### src/rtl/stripe_scanline_detector.sv
// Single-pass zebra-crossing detector: thresholds the pixel stream, counts long runs of
// 1-pixels on evenly spaced scan rows, and scores the frame once its last pixel arrives.
module stripe_scanline_detector #(
  parameter int IMG_WIDTH   = 640,
  parameter int IMG_HEIGHT  = 480,
  parameter int W           = 8,
  parameter int NUM_LINES   = 4,
  parameter int MIN_RUN     = 8,
  parameter int MIN_STRIPES = 4,
  parameter int MAX_STRIPES = 12,
  parameter int MIN_AGREE   = 3,
  parameter int CNT_W       = 8
) (
  input  logic                             clk,
  input  logic                             rst_n,
  input  logic                             i_x_valid,
  output logic                             o_x_ready,
  input  logic [W-1:0]                     i_x_data,
  input  logic                             i_x_sof,
  input  logic [W-1:0]                     i_threshold,
  output logic                             o_detection_valid,
  output logic                             o_crossing_detected,
  output logic [CNT_W-1:0]                 o_stripe_count,
  output logic [$clog2(NUM_LINES+1)-1:0]   o_lines_agree
);

  localparam int COL_W = (IMG_WIDTH > 1) ? $clog2(IMG_WIDTH) : 1;
  localparam int ROW_W = (IMG_HEIGHT > 1) ? $clog2(IMG_HEIGHT) : 1;
  localparam int RUN_W = $clog2(MIN_RUN + 1);
  localparam int IDX_W = (NUM_LINES > 1) ? $clog2(NUM_LINES) : 1;
  localparam int AGR_W = $clog2(NUM_LINES + 1);

  localparam logic [COL_W-1:0] COL_LAST  = COL_W'(IMG_WIDTH - 1);
  localparam logic [ROW_W-1:0] ROW_LAST  = ROW_W'(IMG_HEIGHT - 1);
  localparam logic [RUN_W-1:0] RUN_SAT   = RUN_W'(MIN_RUN);
  localparam logic [IDX_W-1:0] IDX_LAST  = IDX_W'(NUM_LINES - 1);
  localparam logic [CNT_W-1:0] CNT_LO    = CNT_W'(MIN_STRIPES);
  localparam logic [CNT_W-1:0] CNT_HI    = CNT_W'(MAX_STRIPES);
  localparam logic [AGR_W-1:0] AGREE_MIN = AGR_W'(MIN_AGREE);

  typedef enum logic [1:0] {SCAN, EVAL, DONE} state_t;

  state_t             r_state;
  state_t             w_stateNext;

  logic [COL_W-1:0]   r_col;
  logic [COL_W-1:0]   w_col;
  logic [COL_W-1:0]   w_colNext;
  logic [ROW_W-1:0]   r_row;
  logic [ROW_W-1:0]   w_row;
  logic [ROW_W-1:0]   w_rowNext;
  logic [W-1:0]       r_thr;
  logic [W-1:0]       w_thr;
  logic               w_hs;
  logic               w_resync;
  logic               w_first;
  logic               w_bit;
  logic               w_lastPixel;
  logic               w_onScan;
  logic [IDX_W-1:0]   w_lineIdx;
  logic [RUN_W-1:0]   r_runLen;
  logic [RUN_W-1:0]   w_runBase;
  logic [RUN_W-1:0]   w_runInc;
  logic               w_stripeClose;
  logic [CNT_W-1:0]   r_cnt [NUM_LINES];

  logic [IDX_W-1:0]   r_evalIdx;
  logic               w_evalLast;
  logic [CNT_W-1:0]   w_lineCnt;
  logic [CNT_W-1:0]   r_maxAcc;
  logic [CNT_W-1:0]   w_maxNext;
  logic [AGR_W-1:0]   r_agreeAcc;
  logic [AGR_W-1:0]   w_agreeNext;

  logic               r_detValid;
  logic               r_crossing;
  logic [CNT_W-1:0]   r_stripeCount;
  logic [AGR_W-1:0]   r_linesAgree;

  assign o_detection_valid   = r_detValid;
  assign o_crossing_detected = r_crossing;
  assign o_stripe_count      = r_stripeCount;
  assign o_lines_agree       = r_linesAgree;

  // A sof away from (0,0) restarts the frame: the pixel itself is treated as (0,0).
  assign w_hs        = i_x_valid && (r_state == SCAN);
  assign w_resync    = w_hs && i_x_sof && ((r_col != '0) || (r_row != '0));
  assign w_col       = w_resync ? '0 : r_col;
  assign w_row       = w_resync ? '0 : r_row;
  assign w_first     = (w_col == '0) && (w_row == '0);
  assign w_thr       = w_first ? i_threshold : r_thr;
  assign w_bit       = (i_x_data >= w_thr);
  assign w_lastPixel = (w_row == ROW_LAST) && (w_col == COL_LAST);

  always_comb begin
    w_colNext = w_col + COL_W'(1);
    w_rowNext = w_row;
    if (w_col == COL_LAST) begin
      w_colNext = '0;
      w_rowNext = (w_row == ROW_LAST) ? '0 : w_row + ROW_W'(1);
    end
  end

  always_comb begin
    w_onScan  = 1'b0;
    w_lineIdx = '0;
    for (int k = 0; k < NUM_LINES; k++) begin
      if (w_row == ROW_W'((k + 1) * IMG_HEIGHT / (NUM_LINES + 1))) begin
        w_onScan  = 1'b1;
        w_lineIdx = IDX_W'(k);
      end
    end
  end

  // run_len saturates at MIN_RUN, so "long enough" is simply "saturated".
  assign w_runBase     = (w_col == '0) ? '0 : r_runLen;
  assign w_runInc      = (w_runBase == RUN_SAT) ? w_runBase : w_runBase + RUN_W'(1);
  assign w_stripeClose = w_bit ? ((w_col == COL_LAST) && (w_runInc == RUN_SAT))
                               : (w_runBase == RUN_SAT);

  always_ff @(posedge clk or negedge rst_n) begin
    if (!rst_n) begin
      r_state <= SCAN;
    end else begin
      r_state <= w_stateNext;
    end
  end

  always_comb begin
    w_stateNext = r_state;
    o_x_ready   = 1'b0;
    case (r_state)
      SCAN: begin
        o_x_ready = 1'b1;
        if (w_hs && w_lastPixel) w_stateNext = EVAL;
      end
      EVAL: begin
        if (w_evalLast) w_stateNext = DONE;
      end
      DONE: begin
        w_stateNext = SCAN;
      end
      default: begin
        w_stateNext = SCAN;
      end
    endcase
  end

  always_ff @(posedge clk or negedge rst_n) begin
    if (!rst_n) begin
      r_col    <= '0;
      r_row    <= '0;
      r_thr    <= '0;
      r_runLen <= '0;
      for (int k = 0; k < NUM_LINES; k++) r_cnt[k] <= '0;
    end else if (r_state == DONE) begin
      r_col    <= '0;
      r_row    <= '0;
      r_runLen <= '0;
      for (int k = 0; k < NUM_LINES; k++) r_cnt[k] <= '0;
    end else if (w_hs) begin
      r_col    <= w_colNext;
      r_row    <= w_rowNext;
      r_runLen <= (w_onScan && w_bit) ? w_runInc : '0;
      if (w_first) r_thr <= i_threshold;
      if (w_resync) begin
        for (int k = 0; k < NUM_LINES; k++) r_cnt[k] <= '0;
      end
      if (w_onScan && w_stripeClose && (r_cnt[w_lineIdx] != '1)) begin
        r_cnt[w_lineIdx] <= r_cnt[w_lineIdx] + CNT_W'(1);
      end
    end
  end

  // Evaluation walks one scan line per cycle; the last step publishes the results.
  assign w_evalLast  = (r_evalIdx == IDX_LAST);
  assign w_lineCnt   = r_cnt[r_evalIdx];
  assign w_maxNext   = (w_lineCnt > r_maxAcc) ? w_lineCnt : r_maxAcc;
  assign w_agreeNext = r_agreeAcc +
                       (((w_lineCnt >= CNT_LO) && (w_lineCnt <= CNT_HI)) ? AGR_W'(1) : AGR_W'(0));

  always_ff @(posedge clk or negedge rst_n) begin
    if (!rst_n) begin
      r_evalIdx     <= '0;
      r_maxAcc      <= '0;
      r_agreeAcc    <= '0;
      r_detValid    <= 1'b0;
      r_crossing    <= 1'b0;
      r_stripeCount <= '0;
      r_linesAgree  <= '0;
    end else begin
      r_detValid <= 1'b0;
      if (r_state == EVAL) begin
        r_evalIdx  <= r_evalIdx + IDX_W'(1);
        r_maxAcc   <= w_maxNext;
        r_agreeAcc <= w_agreeNext;
        if (w_evalLast) begin
          r_stripeCount <= w_maxNext;
          r_linesAgree  <= w_agreeNext;
          r_crossing    <= (w_agreeNext >= AGREE_MIN);
          r_detValid    <= 1'b1;
        end
      end else begin
        r_evalIdx  <= '0;
        r_maxAcc   <= '0;
        r_agreeAcc <= '0;
      end
    end
  end

endmodule

### config.mk
export PLATFORM = sky130hd
export DESIGN_NAME = stripe_scanline_detector
export DESIGN_NICKNAME = d
export VERILOG_FILES = /design/src/rtl/stripe_scanline_detector.sv
export SDC_FILE = /design/constraint.sdc
export NUM_CORES = 1
export LEC_CHECK = 0
export CORE_UTILIZATION = 50
export DETAILED_ROUTE_END_ITERATION = 7
export GPL_ROUTABILITY_DRIVEN = 0
export PLACE_DENSITY = 0.71
export REMOVE_ABC_BUFFERS = 1
export SKIP_LAST_GASP = 1
export SLEW_MARGIN = 5
export SYNTH_ARGS = -nofsm -noshare
export SYNTH_HDL_FRONTEND = slang
export SYNTH_SLANG_ARGS = --single-unit
### constraint.sdc
create_clock -name clk -period 4.7 [get_ports clk]
set_input_delay 0.94 -clock clk [delete_from_list [all_inputs] [get_ports clk]]
set_output_delay 0.94 -clock clk [all_outputs]
set_load 0.01 [all_outputs]
==> results.json <==
{
  "status": "finished clean",
  "insertion_delay_ps": 370,
  "fin_crit_ps": 4460,
  "leakage_nw": 2.87,
  "core-area_um2": 10500,
  "irDropWorstVdd_mv": 0.151,
  "synth_top_flop_cell": "dfrtp_1",
  "first_global_vias": 4710,
  "tns_ps": 0,
  "path_clk_slew_ps": 100,
  "cts_tree": "built",
  "period_share_pct": 94.8,
  "postLayoutCoreUtil_pct": 61.6,
  "post-cts-setup-buffers": 0,
  "yosysWarnings": 0,
  "setup_violations": 0,
  "synth-seq-cells": 91,
  "floorplan.initialDensity_pct": 52.3,
  "track_usage_pct": 26.5,
  "overflow": 0,
  "fmax_mhz": 224,
  "clockBufferDepth": 2,
  "crit_required_ps": 4960,
  "die_h_um": 107,
  "firstDrtPassIters": 5,
  "rrSetupSlack_ps": 390,
  "vias": 4826,
  "layout_common_cells": "91 x dfrtp_1, 73 x nand2_1, 52 x buf_4, 38 x o21ai_0, 32 x clkdlybuf4s50_1",
  "ys_types": 68,
  "powerDensity_nw_per_um2": 272,
  "cts_made_buffers": 9,
  "finalHoldViolCount": 0,
  "layout-drive-gt1-share_pct": 14.4,
  "critPathKind": "in -> reg",
  "ys_seq_area_share_pct": 41.5,
  "cts_max_level": 3,
  "clkSinkCount": 91,
  "cp_slowest_cell": "o41a_1",
  "ant_nets": 0,
  "final_common_cell": "dfrtp_1",
  "hpwl_um": 10500,
  "area_growth_pct": 17.9,
  "slowest_delay_ps": 560,
  "worstPathCellList": "clkdlybuf4s50_1 -> nand4bb_4 -> nand2_1 -> ha_1 -> o2111ai_1 -> buf_4 -> mux2i_1 -> ha_1 -> a21o_1 -> a2111oi_2 -> o21a_1 -> nor3_1 -> nand2b_2 -> o41a_1 -> a22o_1",
  "cp-end-kind": "flop",
  "postCtsHoldBufs": 0,
  "drtIter0Drc": 474,
  "drv_cap": 0,
  "syn_area_per_cell_um2": 9.81,
  "max_slew.worst_pin.slew_ps": 848,
  "totalWireLength_um": 14200,
  "num-fill-cells": 896,
  "cts_resized": 0,
  "grt_pass1_wl_um": 23400,
  "slew_viol_final": 0,
  "rsz0062_at_grt": "false",
  "whs_ps": 490,
  "min_path_type": "reg -> reg",
  "synth_area_um2": 5490,
  "io_pins": 34,
  "drc_errors": 0,
  "ctsRootBufferMaster": "clkbuf_8",
  "finClkSkew_ps": 9.74,
  "path_max_fanout": 8,
  "slew_headroom_pct": 43.3,
  "viasPerCell": 6.29,
  "timing.critical_path.mode_cell": "ha_1",
  "diodes": 0,
  "synthArstFlopShare_pct": 100,
  "worst_ep_arrival_time_ps": 4720,
  "synth_edf_count": 0,
  "post_drt_wl_per_cell_um": 18.5,
  "final_nets": 672,
  "die-width_um": 107,
  "dieArea_um2": 11400,
  "start_kind": "input pin",
  "grt_start_max_net_pins": 54,
  "num_rows": 37,
  "antenna_found_initial": 0,
  "portBuffers": 33,
  "syn_inst": 560
}
## final timing paths
| kind | from | cells after the start | endpoint |
|---|---|---|---|
| setup / recovery | i_x_valid | 15 | r_cnt[18]$_DFFE_PN0P_ |
| hold / removal | o_stripe_count[5]$_DFFE_PN0P_ | 2 | o_stripe_count[5]$_DFFE_PN0P_ |
| setup reg to reg | r_row[2]$_DFFE_PN0P_ | 13 | r_cnt[18]$_DFFE_PN0P_ |
| hold reg to reg | o_stripe_count[5]$_DFFE_PN0P_ | 2 | o_stripe_count[5]$_DFFE_PN0P_ |
| max in group asynchronous | rst_n | 2 | r_cnt[28]$_DFFE_PN0P_ |
| min in group asynchronous | rst_n | 1 | r_col[5]$_DFFE_PN0P_ |
## final cells by class
type / count / area [um^2] / share of cell area, %
Clock inverter: 5 / 60.1 / 0.928
Sequential cell: 91 / 2280 / 35.2
Multi-Input combinational cell: 419 / 3040 / 46.9
Clock buffer: 11 / 141 / 2.18
Tap cell: 136 / 170 / 2.63
Inverter: 21 / 78.8 / 1.22
Timing Repair Buffer: 84 / 711 / 11.0
## synth_stat cells (all sizes together) (5+ instances only)
| cell | instances | share of area, % |
|---|---|---|
| a21oi | 9 | 0.82 |
| a22o | 19 | 3.0 |
| a32o | 15 | 2.7 |
| a32oi | 7 | 1.1 |
| and2 | 7 | 0.80 |
| and3 | 8 | 0.91 |
| buf | 9 | 0.89 |
| clkbuf | 20 | 1.4 |
| dfrtp | 91 | 41 |
| ha | 26 | 5.9 |
| inv | 21 | 1.4 |
| mux2i | 15 | 2.7 |
| mux4 | 8 | 3.3 |
| nand2 | 73 | 5.0 |
| nand2b | 6 | 0.68 |
| nand3 | 20 | 1.9 |
| nand4 | 6 | 0.68 |
| nor2 | 31 | 2.1 |
| nor2b | 8 | 0.91 |
| nor3 | 11 | 1.1 |
| nor4 | 6 | 0.80 |
| nor4b | 5 | 0.91 |
| o21a | 7 | 0.96 |
| o21ai | 41 | 3.7 |
| o2bb2ai | 13 | 2.1 |
| o31ai | 6 | 0.82 |
| or4 | 5 | 0.68 |
| xor2 | 7 | 1.1 |
## state kept, by name (all words and copies together) (netlist names), 3 cells and up
| name | count |
|---|---|
| r_cnt | 32 |
| r_col | 10 |
| r_row | 9 |
| o_stripe_count | 8 |
| r_maxAcc | 8 |
| r_thr | 8 |
| r_runLen | 4 |
| o_lines_agree | 3 |
| r_agreeAcc | 3 |
## power breakdown
group          leakage, nW  internal, mW  switching (mW)  total (mW)
Sequential            1.26         0.811          0.0224       0.833
Combinational         1.51         0.179           0.197       0.376
Clock                0.100         0.264           0.286       0.549
Total                 2.87          1.25           0.506        1.76
## layer usage
layer	share of wire, %	wire length, um	GRT usage (%)	vias up
met5	0	0	0	-
met4	2.9	406	12.5	0
met3	6.2	878	3.53	27
li1	-	-	-	2251
met2	47	6590	42.8	212
met1	44	6280	35.5	2336
## critical path: cells and delay by family
kind / cells / cell delay, ps
AO/OA/AOI/OAI: 6 / 1720
multiplexers: 1 / 230
adder cells (fa/ha/maj): 2 / 480
AND/OR/NAND/NOR: 4 / 630
buffers and inverters: 2 / 720
## cell families after synthesis
group           synth area share, %
simple gates                   19.8
compound gates                 20.7
flops                          41.5
buf+inv                        3.71
mux                            6.63
fa+ha+maj                      5.92
xor+xnor                       1.75
## stage by stage
| step | power, mW | cell area [um^2] | worst slack [ps] | std cells |
|---|---|---|---|---|
| floorplan | 1.04 | 5370 | -249 | 531 |
| global placement | 1.20 | 6250 | -108 | 751 |
| detailed placement | 1.21 | 6250 | -286 | 751 |
| CTS | 1.76 | 6450 | 122 | 767 |
| global route | 1.84 | 6470 | 49.4 | 767 |
| finish | 1.76 | 6470 | 243 | 767 |
Note: power is estimated with default switching activity, not from simulation.
